--- config.mk ---
export PLATFORM = sky130hd
export DESIGN_NAME = mul_iter_unit
export DESIGN_NICKNAME = d
export VERILOG_FILES = /design/src/rtl/mul_pkg.sv /design/src/rtl/shift_expander.sv /design/src/rtl/mul_iter_unit.sv
export SDC_FILE = /design/constraint.sdc
export NUM_CORES = 1
export LEC_CHECK = 0
export ABC_CLOCK_PERIOD_IN_PS = 4700
export BUFFER_PORTS_ARGS = -buffer_cell sky130_fd_sc_hd__buf_4
export CAP_MARGIN = 10
export CELL_PAD_IN_SITES_DETAIL_PLACEMENT = 0
export CELL_PAD_IN_SITES_GLOBAL_PLACEMENT = 2
export CORE_MARGIN = 8
export CORE_UTILIZATION = 34
export DETAILED_ROUTE_END_ITERATION = 8
export PLACE_DENSITY_LB_ADDON = 0.1
export SYNTH_ARGS = -nofsm -noshare
export SYNTH_HDL_FRONTEND = slang
export SYNTH_SLANG_ARGS = --single-unit
export TNS_END_PERCENT = 30
--- constraint.sdc ---
create_clock -name clk -period 4.7 [get_ports clk]
set_input_delay 0.94 -clock clk [delete_from_list [all_inputs] [get_ports clk]]
set_output_delay 0.94 -clock clk [all_outputs]
set_load 0.005 [all_outputs]
--- src/rtl/mul_pkg.sv ---
// mul_pkg
// Shared definitions for the iterative multiplier slice.
//   mul_op_t    : requested product word / operand signedness
//   mul_state_t : control states of mul_iter_unit
//   MUL_ITER    : number of shift-add iterations (one per multiplier bit)
package mul_pkg;

  localparam int MUL_ITER = 32;

  typedef enum logic [1:0] {
    MUL    = 2'b00,
    MULH   = 2'b01,
    MULHSU = 2'b10,
    MULHU  = 2'b11
  } mul_op_t;

  typedef enum logic [1:0] {
    IDLE = 2'b00,
    BUSY = 2'b01,
    DONE = 2'b10
  } mul_state_t;

endpackage

--- src/rtl/shift_expander.sv ---
// shift_expander
// Zero-extends a 32-bit value to 64 bits and shifts it left, producing one
// partial product of the shift-add multiplier.
//   data_in  [31:0] : multiplicand magnitude
//   shift    [6:0]  : left shift amount
//   data_out [63:0] : {32'b0, data_in} << shift (64-bit modulo)
module shift_expander (
  input  logic [31:0] data_in,
  input  logic [6:0]  shift,
  output logic [63:0] data_out
);

  assign data_out = {32'b0, data_in} << shift;

endmodule

--- src/rtl/mul_iter_unit.sv ---
// mul_iter_unit
// Fixed-latency iterative 32x32 multiplier (RISC-V M-extension style).
// Operands are reduced to magnitudes, multiplied unsigned with one shift-add
// per multiplier bit, and the sign is restored in a final cycle.
//   clk, rst_n       : clock, asynchronous active-low reset
//   in_valid/in_ready: request handshake (in_ready only while IDLE)
//   in_op [1:0]      : MUL / MULH / MULHSU / MULHU
//   in_a, in_b [31:0]: rs1, rs2
//   flush            : abort any operation, return to IDLE next edge
//   out_valid/out_ready: result handshake (out_valid only while DONE)
//   out_result [31:0]: low word for MUL, high word otherwise
module mul_iter_unit
  import mul_pkg::*;
(
  input  logic        clk,
  input  logic        rst_n,
  input  logic        in_valid,
  output logic        in_ready,
  input  logic [1:0]  in_op,
  input  logic [31:0] in_a,
  input  logic [31:0] in_b,
  input  logic        flush,
  output logic        out_valid,
  input  logic        out_ready,
  output logic [31:0] out_result
);

  mul_state_t  state;
  mul_op_t     op_q;
  logic [31:0] mag_a;
  logic [31:0] mag_b;
  logic        neg_q;
  logic [4:0]  cnt;
  logic        last;
  logic [63:0] acc;
  logic [63:0] product;

  logic        a_signed;
  logic        b_signed;
  logic [31:0] abs_a;
  logic [31:0] abs_b;
  logic        neg_in;
  logic [63:0] partial;

  // Operand conditioning for an incoming request. The magnitude of
  // 0x80000000 wraps back to 0x80000000, which is exactly right when the
  // value is read as unsigned 32 bits.
  always_comb begin
    a_signed = (in_op == MULH) || (in_op == MULHSU);
    b_signed = (in_op == MULH);
    abs_a    = (a_signed && in_a[31]) ? -in_a : in_a;
    abs_b    = (b_signed && in_b[31]) ? -in_b : in_b;
    neg_in   = (a_signed & in_a[31]) ^ (b_signed & in_b[31]);
  end

  shift_expander u_shift_expander (
    .data_in  (mag_a),
    .shift    ({2'b00, cnt}),
    .data_out (partial)
  );

  // Control and datapath. BUSY runs 32 accumulate cycles (counter 0..31),
  // then one extra cycle that applies the sign to the finished magnitude, so
  // the result appears 33 edges after acceptance whatever the operands are.
  // Flush wins over every handshake in the same cycle.
  always_ff @(posedge clk or negedge rst_n) begin
    if (!rst_n) begin
      state   <= IDLE;
      op_q    <= MUL;
      mag_a   <= '0;
      mag_b   <= '0;
      neg_q   <= 1'b0;
      cnt     <= '0;
      last    <= 1'b0;
      acc     <= '0;
      product <= '0;
    end else if (flush) begin
      state   <= IDLE;
      cnt     <= '0;
      last    <= 1'b0;
      acc     <= '0;
      product <= '0;
    end else begin
      case (state)
        IDLE: begin
          if (in_valid) begin
            op_q  <= mul_op_t'(in_op);
            mag_a <= abs_a;
            mag_b <= abs_b;
            neg_q <= neg_in;
            acc   <= '0;
            cnt   <= '0;
            last  <= 1'b0;
            state <= BUSY;
          end
        end
        BUSY: begin
          if (last) begin
            product <= neg_q ? -acc : acc;
            last    <= 1'b0;
            state   <= DONE;
          end else begin
            if (mag_b[cnt]) begin
              acc <= acc + partial;
            end
            cnt <= cnt + 5'd1;
            if (cnt == 5'(MUL_ITER - 1)) begin
              last <= 1'b1;
            end
          end
        end
        DONE: begin
          if (out_ready) begin
            state <= IDLE;
          end
        end
        default: state <= IDLE;
      endcase
    end
  end

  assign in_ready   = (state == IDLE);
  assign out_valid  = (state == DONE);
  assign out_result = (op_q == MUL) ? product[31:0] : product[63:32];

endmodule

# Word-level counts from Yosys, hierarchy flattened
# Cells that the tools add are included.
[totals]
output_inout_bits = 34
reg_bits = 203
input_bits = 71
word_cells = 72
[classes]
reduce_logical = 14
eq_ne = 10
muxes = 28
add_sub_neg = 5
n_bitwise = 4
shifts = 1
n_lt_le_gt_ge = 1
[op_table]
columns = ["cell", "count"]
rows = [
  ["$mux 64", 8],
  ["$pmux 64 s2", 1],
  ["$mux 32", 3],
  ["$add 64x64->64", 1],
  ["$neg 32->32", 2],
  ["$neg 64->64", 1],
  ["$shl 32x5->64", 1],
  ["$mux 5", 3],
  ["$pmux 5 s2", 1],
  ["$ne 3x3->1 const B", 3],
  ["$reduce_and 3->1", 3],
  ["$mux 2", 4],
  ["$lt 5x6->1 const B", 1],
  ["$ne 3x2->1 const B", 2],
  ["$pmux 2 s3", 1],
  ["$add 5x1->5 const B", 1],
  ["$bmux 1 s5", 1],
  ["$eq 5x5->1 const B", 1],
  ["$mux 1", 5],
  ["$eq 2x1->1 const B", 2],
  ["$eq 2x2->1 const B", 2],
  ["$logic_not 2->1", 2],
  ["$reduce_and 2->1", 2],
  ["$reduce_and 4->1", 1],
  ["other kinds (8)", 11],
]

# Depth between registers and ports, before layout
# Gate-level depths: netlist (run 1).
[depth]
depth_word = 6
mapped_depth = 22
depth_no_buf = 18

# Modules after synthesis
# From an unflattened synthesis (run 1), not the netlist that was laid out.
[hier_totals]
cells_unflattened = 2006
area_unflattened_um2 = 17051.4
[modules_own_cells]
columns = ["mod", "cells_per_inst", "seq_area_each_um2", "instances", "area_each_um2"]
rows = [
  ["mul_iter_unit", 1671, 5079.9, 1, 14272.4],
  ["shift_expander", 335, 0.0, 1, 2778.9],
]

# Worst setup path after synthesis (run 1)
# Ideal clock, no wire load.
[synth_timing]
path_type = "register to register"
start = "reg cnt[0]"
end = "reg acc[56]"
arrival_ns = 4.868
slack_ns = -0.272
path_stages_with_launch = 19
period_less_slack_ns = 4.972
path_cell_list = "dfrtp_1 buf_2 buf_2 buf_1 clkbuf_1 mux2i_1 a21oi_1 a21oi_1 mux2_2 o22ai_1 ha_1 nand2_1 or3_1 o41ai_1 and3b_1 o21ai_1 a2111oi_0 mux2_2 o311ai_1"
[synth_between]
elab_chain_len = 6
word_cells_on_any_way = 10
cone_classes = "add/sub: 1; eq/ne: 1; shift: 1; mux: 6; reduce/logical: 1"
[synth_lines]
columns = ["element", "line", "text"]
rows = [
  ["start, declared", "mul_iter_unit.sv:33", "logic [4:0] cnt;"],
  ["start signal, assigned", "mul_iter_unit.sv:106", "cnt <= cnt + 5'd1;"],
  ["$shl 32x5->64", "shift_expander.sv:13", "assign data_out = {32'b0, data_in} << shift;"],
  ["$add 64x64->64", "mul_iter_unit.sv:104", "acc <= acc + partial;"],
  ["$mux 64", "mul_iter_unit.sv:103", "if (mag_b[cnt]) begin"],
  ["$mux 64", "mul_iter_unit.sv:98", "if (last) begin"],
  ["$pmux 64 s2", "mul_iter_unit.sv:84", "case (state)"],
  ["$mux 64", "mul_iter_unit.sv:77", "end else if (flush) begin"],
  ["end signal, assigned", "mul_iter_unit.sv:104", ""],
  ["end, declared", "mul_iter_unit.sv:35", "logic [63:0] acc;"],
]
# Parallel ways exist; a longest one is shown, timed or not. The select of a mux whose other input is x is not followed.
# A chain may end at the register's enable or synchronous reset.

# Worst setup path in the final report (run 1)
[layout_timing]
start = "reg cnt[0]"
end = "reg acc[61]"
# The elaborated chain is that of the path after synthesis.

==> results.md, run 1 <==
- Top-count cell post-synth: nand2_1
- DP Area: approximately 0.019 mm²
- Unrepaired setup endpoints after global routing: no
- Fill count: between 4000 and 5000
- Post-synth ARST share: 100%
- Crit path required time: ~5200 ps
- Largest cells by area after synthesis: dfrtp_1 (31%), a21oi_1 (5.8%), xor2_1 (5.7%), nand2_1 (5.4%), ha_1 (5.3%)
- Top-area cell type share of the netlist area: between 30% and 40%
- Endpoint class of the critical path: flip-flop
- Vias in the first global route: about 15000
- Status: completed
- VDD IR max: between 0.2 and 0.3 mV
- Pins Over Slew Limit: 0
- Slowest Stage Delay on Critical Path: between 500 and 600 ps
- Reg2reg start: cnt[0]$_DFFE_PN0P_
- EDFF count, synth: 0
- Routed Antenna Nets: 0
- NumNets Final: about 2300
- Global route total overflow: 0
- Min cycle time layout: 4520 ps
- DR pass1 iterations: 5
- Total core area: about 0.048 mm²
- Num rows: 80
- Initial DRC count: between 1000 and 1500
- Antenna cells: 0
- Longest Clk Path Bufs: 3
- TritonCTS buffer count: 27
- CTS root buf: clkbuf_16
- WP data arrival: between 4000 and 5000 ps
- Post-synth cell types: 75
- Post-Synthesis Cells: between 1500 and 2000
- Port-buffer cells: around 100
- Initial antenna violation count: 1
- Post-route cell area: between 0.015 and 0.02 mm²
- Synth Cell Area: 0.0163 mm²
- Crit path max-delay family: compound AO/OA/AOI/OAI gates
- Synth Warn #: 0
- Critical hold path startpoint: product[18]$_DFFE_PN0P_
- Critical path's slowest cell: mux4_2
- Layout area overhead: 21.2%
- Synth top cells by count: nand2_1 (235), dfrtp_1 (203), nor2_1 (194), a21oi_1 (189), o21ai_0 (164)
- Area leader, netlist: dfrtp_1
- Hold Path Depth: 2
- Leak: 0.00832 µW
- Via count: roughly 15000
- DP HPWL: ~46000 µm
- Gr usage total: 20.6%
- CP Max Fanout: 7
- Maxcap violations: 0
- Core Util, Final: 41.6%
- CTS tree: yes
- Skew final: 16.5 ps
- Die W: 235 µm
- Synth Flop Type: dfrtp_1
- IO Pins: between 100 and 150
- Die height: 235 µm
- Worst hold path class: reg2reg
- Via density: between 5 and 6
- Post-synthesis average cell area: 8.25 µm²
- H-tree depth: 1
- Reg2Reg Depth: 18
- First-pass GRT wire length: a little over 90000 µm
- Worst reg2reg setup slack: around 180 ps
- Clock Latency Late Sink: 570 ps
- DIE AREA: between 0.05 and 0.06 mm²
- # setup viols final: 0
- Pwr/cell area: between 300 and 400 mW/mm²
- Measured slew at the worst slew-check pin: between 1000 and 1500 ps
- End of the worst hold path: product[18]$_DFFE_PN0P_
- Worst-path clk slew: approximately 60 ps
- Drt drc: 0
- Reg2reg end: acc[61]$_DFFE_PN0P_
- Final WL: between 50000 and 60000 µm
- Fraction of layout cells with a size suffix above 1: between 20% and 30%
- CP startpoint kind: flip-flop
- Worst slew margin: roughly a quarter
- Wirelength per Cell: roughly 21 µm
- Max Freq: 221 MHz
- Endpoints failing hold: 0
- Gpl congestion: slightly above 0.9
- Initial core utilization: roughly a third
- Largest net degree at the start of global routing: between 100 and 150
- Clock Sinks: between 200 and 250
- CP Class: reg2reg
- Crit path buf inv count: 4
- Syn Nets: 2121
- Hold bufs inserted after CTS: 0
- Worst path cell trace: buf_12, clkbuf_16, mux4_2, mux2i_1, mux2_2, o22ai_1, ha_2, nand4_1, a211oi_1, a21oi_1, o211ai_1, a21oi_2, buf_4, nor3_1, buf_4, o211ai_1, and3_1, o31ai_1
- Final period util: 96.3%
- Sequential area share after synthesis: 31.1%
- Register bit total from synthesis: 203
cell families after synthesis:
logic type | synth area share [%]
multiplexers | 10.8
buffers and inverters | 3.61
XOR/XNOR | 9.06
flip-flops | 31.1
AO/OA/AOI/OAI | 21.6
AND/OR/NAND/NOR | 18.5
adder cells (fa/ha/maj) | 5.41
through the flow:
| step | hold slack [ps] | TNS (ps) | power [µW] | std cells | setup slack [ps] |
|---|---|---|---|---|---|
| floorplan | 444 | 0 | 3950 | 1980 | 17.0 |
| global placement | 456 | -2010 | 5120 | 2716 | -450 |
| detailed placement | 466 | -1730 | 5110 | 2716 | -374 |
| CTS | 479 | 0 | 7200 | 2764 | 11.6 |
| global route | 499 | 0 | 7690 | 2775 | 6.03 |
| finish | 470 | 0 | 7230 | 2775 | 175 |
power by group:
part           total [µW]  internal [µW]  switching (µW)
Clock                2030           1200             839
Combinational        3080           1280            1790
Sequential           2120           1910             204
Total                7230           4390            2840
metal layers:
metal / wire length [µm] / track usage [%] / vias up
li1: - / - / 7471
met1: 27300 / 28.0 / 7300
met2: 27600 / 34.3 / 329
met3: 2240 / 2.22 / 76
met4: 1620 / 5.99 / 0
met5: 0 / 0 / -
sequential cells by signal (all words and copies together), names as in the netlist:
register	count
state	2
cnt	5
op_q	2
acc	64
last	1
product	64
neg_q	1
mag_b	32
mag_a	32
worst max-delay path by stage:
stage | startpoint | slack (ps) | endpoint | cells past startpoint
floorplan | cnt[0]$_DFFE_PN0P_ | 20 | acc[56]$_DFFE_PN0P_ | 18
global placement | cnt[0]$_DFFE_PN0P_ | -450 | acc[45]$_DFFE_PN0P_ | 18
detailed placement | cnt[0]$_DFFE_PN0P_ | -370 | acc[45]$_DFFE_PN0P_ | 18
CTS | cnt[0]$_DFFE_PN0P_ | 10 | acc[49]$_DFFE_PN0P_ | 18
global route | cnt[0]$_DFFE_PN0P_ | 6 | acc[61]$_DFFE_PN0P_ | 22
finish | cnt[0]$_DFFE_PN0P_ | 180 | acc[61]$_DFFE_PN0P_ | 18
what timing repair did:
| item | CTS | global route |
|---|---|---|
| gates resized for setup | 9 | 44 |
| hold endpoints to repair | 0 | 0 |
| gates cloned | 0 | 3 |
| setup buffers | 0 | 8 |
| setup endpoints to repair | 16 | 22 |
| pin swaps | 2 | 10 |
cell type report:
cell class,count,area (µm²),share of cell area [%]
multi-input cells,1621,10900,55.2
flip-flops and latches,203,5080,25.7
repair buffers,248,1990,10.1
clock buffers,39,811,4.10
well taps,615,769,3.89
inverters,40,150,0.758
clock inverters,9,68.8,0.348
layout by cell type, fill, tap and decap left out, types with 58 or more instances in the layout:
cell,n
o21ai_1,58
nor2_1,192
xor2_1,107
xnor2_1,62
o21ai_0,159
dfrtp_1,200
mux2_2,63
nand2_1,234
a21oi_1,175
buf_4,236
ha_1,64
worst min-delay path: stages (launching register included):
cell,delay (ps)
dfrtp_1,330
nand2_1,40
o21ai_0,60
Note: power is estimated with default switching activity, not from simulation.
==> inputs of run 2 (changes only) <==
--- a/config.mk
+++ b/config.mk
@@ -9,9 +9,9 @@
 export BUFFER_PORTS_ARGS = -buffer_cell sky130_fd_sc_hd__buf_4
 export CAP_MARGIN = 10
 export CELL_PAD_IN_SITES_DETAIL_PLACEMENT = 0
-export CELL_PAD_IN_SITES_GLOBAL_PLACEMENT = 2
+export CELL_PAD_IN_SITES_GLOBAL_PLACEMENT = 1
 export CORE_MARGIN = 8
-export CORE_UTILIZATION = 34
+export CORE_UTILIZATION = 43
 export DETAILED_ROUTE_END_ITERATION = 8
 export PLACE_DENSITY_LB_ADDON = 0.1
 export SYNTH_ARGS = -nofsm -noshare
==> run 2 against run 1 <==
Effect of this change: fmax barely moved; via count fell by 1.9%; final cell count fell by 5.5%; power down 0.84%; flip-flop and latch count did not move; cell area is 3.0% lower; critical path depth did not move; wire length shrank 8.9%; clock-buffer cell count shrank 7; highest routed layer unchanged.
==> results.md, run 2 (synthesis gave the netlist of run 1 again) <==
- Worst hold path class: in2async
- Net switching power figure: 2750 µW (-3.0%)
- Final WL: 53500 µm (-8.9%)
- Worst Slack Setup Final: 179 ps (+3.64 ps)
- Endpoint class of the critical path: flip-flop
- Pins Over Slew Limit: 0 (unchanged)
- Crit path required time: 5180 ps (+20 ps)
- Worst path cell trace: buf_12, buf_4, mux4_2, mux2i_1, mux2_2, o22ai_1, ha_1, nand2_1, or3_4, nor2_2, o311a_1, o21ai_1, a211oi_1, buf_4, a41oi_1, buf_4, or4_1, nand3_1
- H-tree depth: 1 (unchanged)
- Wirelength per Cell: 20.4 µm (-3.6%)
- Reg2reg start: cnt[0]$_DFFE_PN0P_
- Global route total overflow: 0 (unchanged)
- Net Sw Frac: 38.4% (-0.86 points)
- Pwr/cell area: 373 mW/mm² (+2.2%)
- Status: completed
- Non-filler cells, final: 2623 (-5.5%)
- Clock Latency Late Sink: 560 ps (about the same)
- CTS tree: yes
- Sum of negative setup slack: 0 ps (unchanged)
- Die W: 211 µm (-10%)
- Longest Clk Path Bufs: 3 (unchanged)
- Worst slew margin: 23.2% (-0.53 points)
- Clock Sinks: 203 (unchanged)
- Layout area overhead: 17.5%
- TritonCTS buffer count: 26 (-3.7%)
- Largest registers: acc (64), product (64)
- Vias in the first global route: 14800 (-3.4%)
- Antenna cells: 0 (unchanged)
- Routed Antenna Nets: 0 (unchanged)
- Drt drc: 0 (unchanged)
- Most frequent cells in the layout: nand2_1 (234), dfrtp_1 (200), buf_4 (194)
- Crit path buf inv count: 4 (unchanged)
- NumNets Final: 2234 (-2.1%)
- Gpl congestion: 0.922 (about the same)
- Final period util: 96.2% (about the same)
- Hold bufs inserted after CTS: 0 (unchanged)
- Most common cell after layout, fill and taps aside: nand2_1
- # setup viols final: 0 (unchanged)
- Reg2Reg Depth: 18 (unchanged)
- CP Max Fanout: 28 (+21)
- Unrepaired setup endpoints after global routing: yes
- WP data arrival: 5000 ps (about the same)
- Initial antenna violation count: 0 (-1)
- Critical path endpoint: acc[55]$_DFFE_PN0P_
- Clock power frac: 29.7% (+1.6 points)
- Worst-path clk slew: 60 ps (about the same)
- Worst setup startpoint: cnt[0]$_DFFE_PN0P_
- Via count: 14900 (-1.9%)
- CP Class: reg2reg
- Core Util, Final: 51.1% (+9.5 points)
- Crit path max-delay family: simple AND/OR/NAND/NOR gates
- Fraction of layout cells with a size suffix above 1: 18.1% (-2.7 points)
- Measured slew at the worst slew-check pin: 1150 ps (+8.00 ps)
- Largest net degree at the start of global routing: 95 (-6.9%)
- Dpl cells: 2572 (-5.3%)
- First-pass GRT wire length: 84400 µm (-7.5%)
- Min cycle time layout: 4520 ps (-3.64 ps)
- DIE AREA: 0.0445 mm² (-20%)
- Total core area: 0.0376 mm² (-21%)
- Gr usage total: 23.8% (+3.2 points)
- Skew final: 19.0 ps (+2.46 ps)
- Int Power: 4420 µW (+0.56%)
- Port-buffer cells: 104 (unchanged)
- CP startpoint kind: flip-flop
- CTS root buf: clkbuf_16
- Slowest Stage Delay on Critical Path: 500 ps (-20 ps)
- IO Pins: 105 (unchanged)
- Endpoints failing hold: 0 (unchanged)
- Most frequent cell on the critical path: buf_4
- DR pass1 iterations: 5 (unchanged)
- Hold WS: 419 ps (-51.2 ps)
- Max Freq: 221 MHz (about the same)
- Combinational power share: 40.6% (-2.0 points)
- DP HPWL: 42400 µm (-8.6%)
- Reg power frac: 29.7% (+0.4 points)
- Initial core utilization: 43.5% (+9.1 points)
- Die height: 211 µm (-10%)
- Critical path's slowest cell: mux4_2
- Via density: 5.68 (+3.8%)
- VDD IR max: 0.253 mV (-11%)
- Crit path depth: 18 (unchanged)
- Initial DRC count: 915 (-15%)
- Post-place setup slack: 17.9 ps (+392 ps)
- Num rows: 71 (-11%)
- Leak: 0.00808 µW (-3.0%)
- Worst reg2reg setup slack: 180 ps (about the same)
- Reg2reg end: acc[55]$_DFFE_PN0P_
- Maxcap violations: 0 (unchanged)
==> run 2: changes by cell type in the layout (fill, tap and decap cells not counted), moves of 2 or more <==
cell,previous run,this run
bufinv_16,0,4
o21ai_1,58,61
mux2i_1,36,42
clkbuf_8,10,6
a21boi_0,4,6
buf_4,236,194
o21ai_2,3,0
a21oi_2,15,6
mux2i_2,6,0
clkbuf_16,29,26
inv_6,0,2
a21boi_1,2,0
clkbuf_1,3,1
a21oi_1,175,184
==> run 2: metal layers <==
metal / global-route usage (%) / vias to the layer above / part of all wire, %
met4: 6.35 / 0 / 2.7
met3: 3.07 / 63 / 4.2
met1: 32.5 / 7098 / 47
li1: - / 7395 / -
met5: 0 / - / 0
met2: 39.2 / 337 / 46
==> run 2: worst reg2reg max path: cells and delay by family, from the launching register on <==
family	cells	cell delay [ps]
AOI/OAI and AO/OA	5	830
adders and majority gates	1	350
buffers and inverters	4	740
DFF	1	430
muxes	3	920
and+or+nand+nor	5	1210
==> run 2: power groups by stage <==
stage	clock, µW	sequential, µW	combinational [µW]
floorplan	0	2060	1890
global placement	0	2150	2840
detailed placement	0	2160	2840
CTS	2190	2120	2850
global route	2250	2150	3180
finish	2130	2130	2910
==> run 2: worst min path at each step <==
stage | start | end | slack [ps] | cells past startpoint
final | rst_n | product[4]$_DFFE_PN0P_ | 420 | 1
after global routing | product[35]$_DFFE_PN0P_ | product[35]$_DFFE_PN0P_ | 490 | 2
after CTS | rst_n | product[8]$_DFFE_PN0P_ | 470 | 1
after detailed placement | product[17]$_DFFE_PN0P_ | product[17]$_DFFE_PN0P_ | 470 | 2
after global placement | product[31]$_DFFE_PN0P_ | product[31]$_DFFE_PN0P_ | 460 | 2
after floorplan | product[0]$_DFFE_PN0P_ | product[0]$_DFFE_PN0P_ | 440 | 2
==> run 2: timing repair <==
item                                    CTS  global route
endpoints found under the setup margin    0            17
setup buffers                             0             4
gates resized for setup                   0            28
==> run 2: stage by stage <==
step | cell area [µm²] | power, µW
floorplan | 16300 | 3950
global placement | 18100 | 4990
detailed placement | 18100 | 5000
CTS | 19100 | 7170
global route | 19200 | 7590
finish | 19200 | 7170
==> run 2: area by class of cell <==
cell class              count  area, µm²
flip-flops and latches    203       5080
clock inverters            15        204
inverters                  40        150
repair buffers            201       1590
multi-input cells        1621      10800
clock buffers              32        723
well taps                 511        639
fillers                  3697      18400
==> inputs of run 3 (changes only) <==
--- a/config.mk
+++ b/config.mk
@@ -13,7 +13,7 @@
 export CORE_MARGIN = 8
 export CORE_UTILIZATION = 43
 export DETAILED_ROUTE_END_ITERATION = 8
-export PLACE_DENSITY_LB_ADDON = 0.1
+export PLACE_DENSITY = 0.79
 export SYNTH_ARGS = -nofsm -noshare
 export SYNTH_HDL_FRONTEND = slang
 export SYNTH_SLANG_ARGS = --single-unit
==> run 3 against run 2 <==
Effect of this change: clock skew decreased by 9.7 ps; hold slack improved by 52 ps; largest power group unchanged; non-clock buffer count decreased by 10; critical path depth decreased by 2.
==> results.md, run 3 (synthesis gave the netlist of run 1 again) <==
- Worst reg2reg setup slack: 160 ps (-20 ps)
- Largest registers: acc (64), product (64)
- Gr usage total: 23.3% (-0.46 points)
- Crit path buf inv count: 1 (-3)
- Pins Over Slew Limit: 0 (unchanged)
- DP Area: 0.0181 mm² (-0.47%)
- Skew final: 9.31 ps (-9.68 ps)
- Most frequent cell on the critical path: nor2_1
- H-tree depth: 1 (unchanged)
- Gpl congestion: 0.952 (+3.4%)
- Largest net degree at the start of global routing: 107 (+13%)
- Min cycle time layout: 4540 ps (+21.7 ps)
- Crit path depth: 16 (-2)
- Initial core utilization: 43.5% (unchanged)
- Die W: 211 µm (unchanged)
- Via count: 15200 (+2.3%)
- Hold Path Depth: 2
- Worst-path clk slew: 70 ps (about the same)
- Die height: 211 µm (unchanged)
- Max Freq: 220 MHz (-0.48%)
- NumNets Final: 2222 (-0.54%)
- Initial DRC count: 1121 (+23%)
- Clock Sinks: 203 (unchanged)
- Fraction of layout cells with a size suffix above 1: 17.7% (-0.41 points)
- Vias in the first global route: 14700 (-0.47%)
- Worst hold path class: reg2reg
- CP Max Fanout: 8 (-71%)
- Dpl cells: 2563 (-0.35%)
- CP Class: reg2reg
- Critical hold path startpoint: product[56]$_DFFE_PN0P_
- Measured slew at the worst slew-check pin: 1040 ps (-112 ps)
- DP HPWL: 41400 µm (-2.5%)
- Critical path's slowest cell: dfrtp_2
- TritonCTS buffer count: 24 (-7.7%)
- Antenna cells: 0 (unchanged)
- Routed Antenna Nets: 0 (unchanged)
- Endpoint class of the critical path: flip-flop
- IO Pins: 105 (unchanged)
- Total core area: 0.0376 mm² (unchanged)
- Clock Latency Late Sink: 540 ps (-20 ps)
- Core Util, Final: 50.9% (-0.21 points)
- CTS tree: yes
- Wirelength per Cell: 20.2 µm (-0.91%)
- Slowest Stage Delay on Critical Path: 510 ps (about the same)
- WP data arrival: 5010 ps (about the same)
- Non-filler cells, final: 2610 (-0.50%)
- Port-buffer cells: 104 (unchanged)
- Maxcap violations: 0 (unchanged)
- Worst slew margin: 30.5% (+7.3 points)
- Reg2reg start: cnt[0]$_DFFE_PN0P_
- First-pass GRT wire length: 83500 µm (-1.0%)
- Drt drc: 0 (unchanged)
- Worst path cell trace: buf_4, mux4_2, mux2i_1, nor2_1, a21oi_1, nor2_1, ha_1, nand3_1, a211oi_1, o31ai_2, a211oi_2, o21ai_2, a21o_2, o21a_1, or4_1, nand3b_1
- Layout area overhead: 17.1%
- Most frequent cells in the layout: nand2_1 (234), dfrtp_1 (200), nor2_1 (192)
- Crit path max-delay family: compound AO/OA/AOI/OAI gates
- Most common cell after layout, fill and taps aside: nand2_1
- Worst setup startpoint: cnt[0]$_DFFE_PN0P_
- # setup viols final: 0 (unchanged)
- CP startpoint kind: flip-flop
- Final WL: 52700 µm (-1.4%)
- VDD IR max: 0.216 mV (-15%)
- Status: completed
- Longest Clk Path Bufs: 3 (unchanged)
- Crit path required time: 5170 ps (about the same)
- Final period util: 96.7% (+0.46 points)
- Reg2Reg Depth: 16 (-2)
- Via density: 5.84 (+2.8%)
- Pwr/cell area: 368 mW/mm² (-1.4%)
- DR pass1 iterations: 5 (unchanged)
- DIE AREA: 0.0445 mm² (unchanged)
- Leak: 0.00801 µW (-0.76%)
- Initial antenna violation count: 0 (unchanged)
- Post-route cell area: 0.0191 mm² (-0.41%)
- Num rows: 71 (unchanged)
- Global route total overflow: 0 (unchanged)
- CTS root buf: clkbuf_16
- Endpoints failing hold: 0 (unchanged)
[run 3: worst min-delay path, delay by kind of cell (launching register included)]
| kind | cells | cell delay [ps] |
|---|---|---|
| AO/OA/AOI/OAI | 1 | 60 |
| AND/OR/NAND/NOR | 1 | 40 |
| flip-flops | 1 | 330 |
[run 3: routing by layer]
metal / share of wire, % / track usage (%)
met1: 47 / 33.5
met2: 45 / 37.0
met3: 5.7 / 2.63
met4: 2.4 / 5.79
met5: 0 / 0
[run 3: what timing repair did]
action / 4_1_cts / 5_1_grt
setup buffers: 0 / 2
gates resized for setup: 9 / 28
hold buffers: 0 / 0
endpoints found under the hold margin: 0 / 0
endpoints found under the setup margin: 6 / 18
cloned: 0 / 1
pin swaps: 0 / 3
[run 3: path summary, 6_finish.rpt]
| path | end |
|---|---|
| worst max-delay path | acc[50]$_DFFE_PN0P_ |
| worst min-delay path | product[56]$_DFFE_PN0P_ |
| worst max register to register | acc[50]$_DFFE_PN0P_ |
| worst min register to register | product[56]$_DFFE_PN0P_ |
| max in group asynchronous | product[27]$_DFFE_PN0P_ |
| min in group asynchronous | product[5]$_DFFE_PN0P_ |
[run 3: stage by stage]
step,setup slack [ps],setup TNS [ps],hold WS (ps),total power (µW)
final,157,0,471,7040
after global routing,-43.9,-115,499,7440
after CTS,-25.3,-25.3,480,7040
after detailed placement,-91.5,-238,466,4920
after global placement,-25.5,-48.7,460,4910
after floorplan,17.0,0,444,3950
[run 3: final cells by class]
cell class	instances	area [µm²]
inverters	40	150
multi-input cells	1621	10900
clock buffers	34	678
clock inverters	10	190
flip-flops and latches	203	5080
well taps	511	639
repair buffers	191	1520
fillers	3677	18500
[run 3: power breakdown]
| group | total (µW) | leakage [µW] | internal (µW) | switching (µW) |
|---|---|---|---|---|
| logic | 2850 | 0.00496 | 1160 | 1690 |
| clock network | 2070 | 0.000425 | 1280 | 790 |
| registers | 2120 | 0.00263 | 1910 | 210 |
| total | 7040 | 0.00801 | 4350 | 2690 |
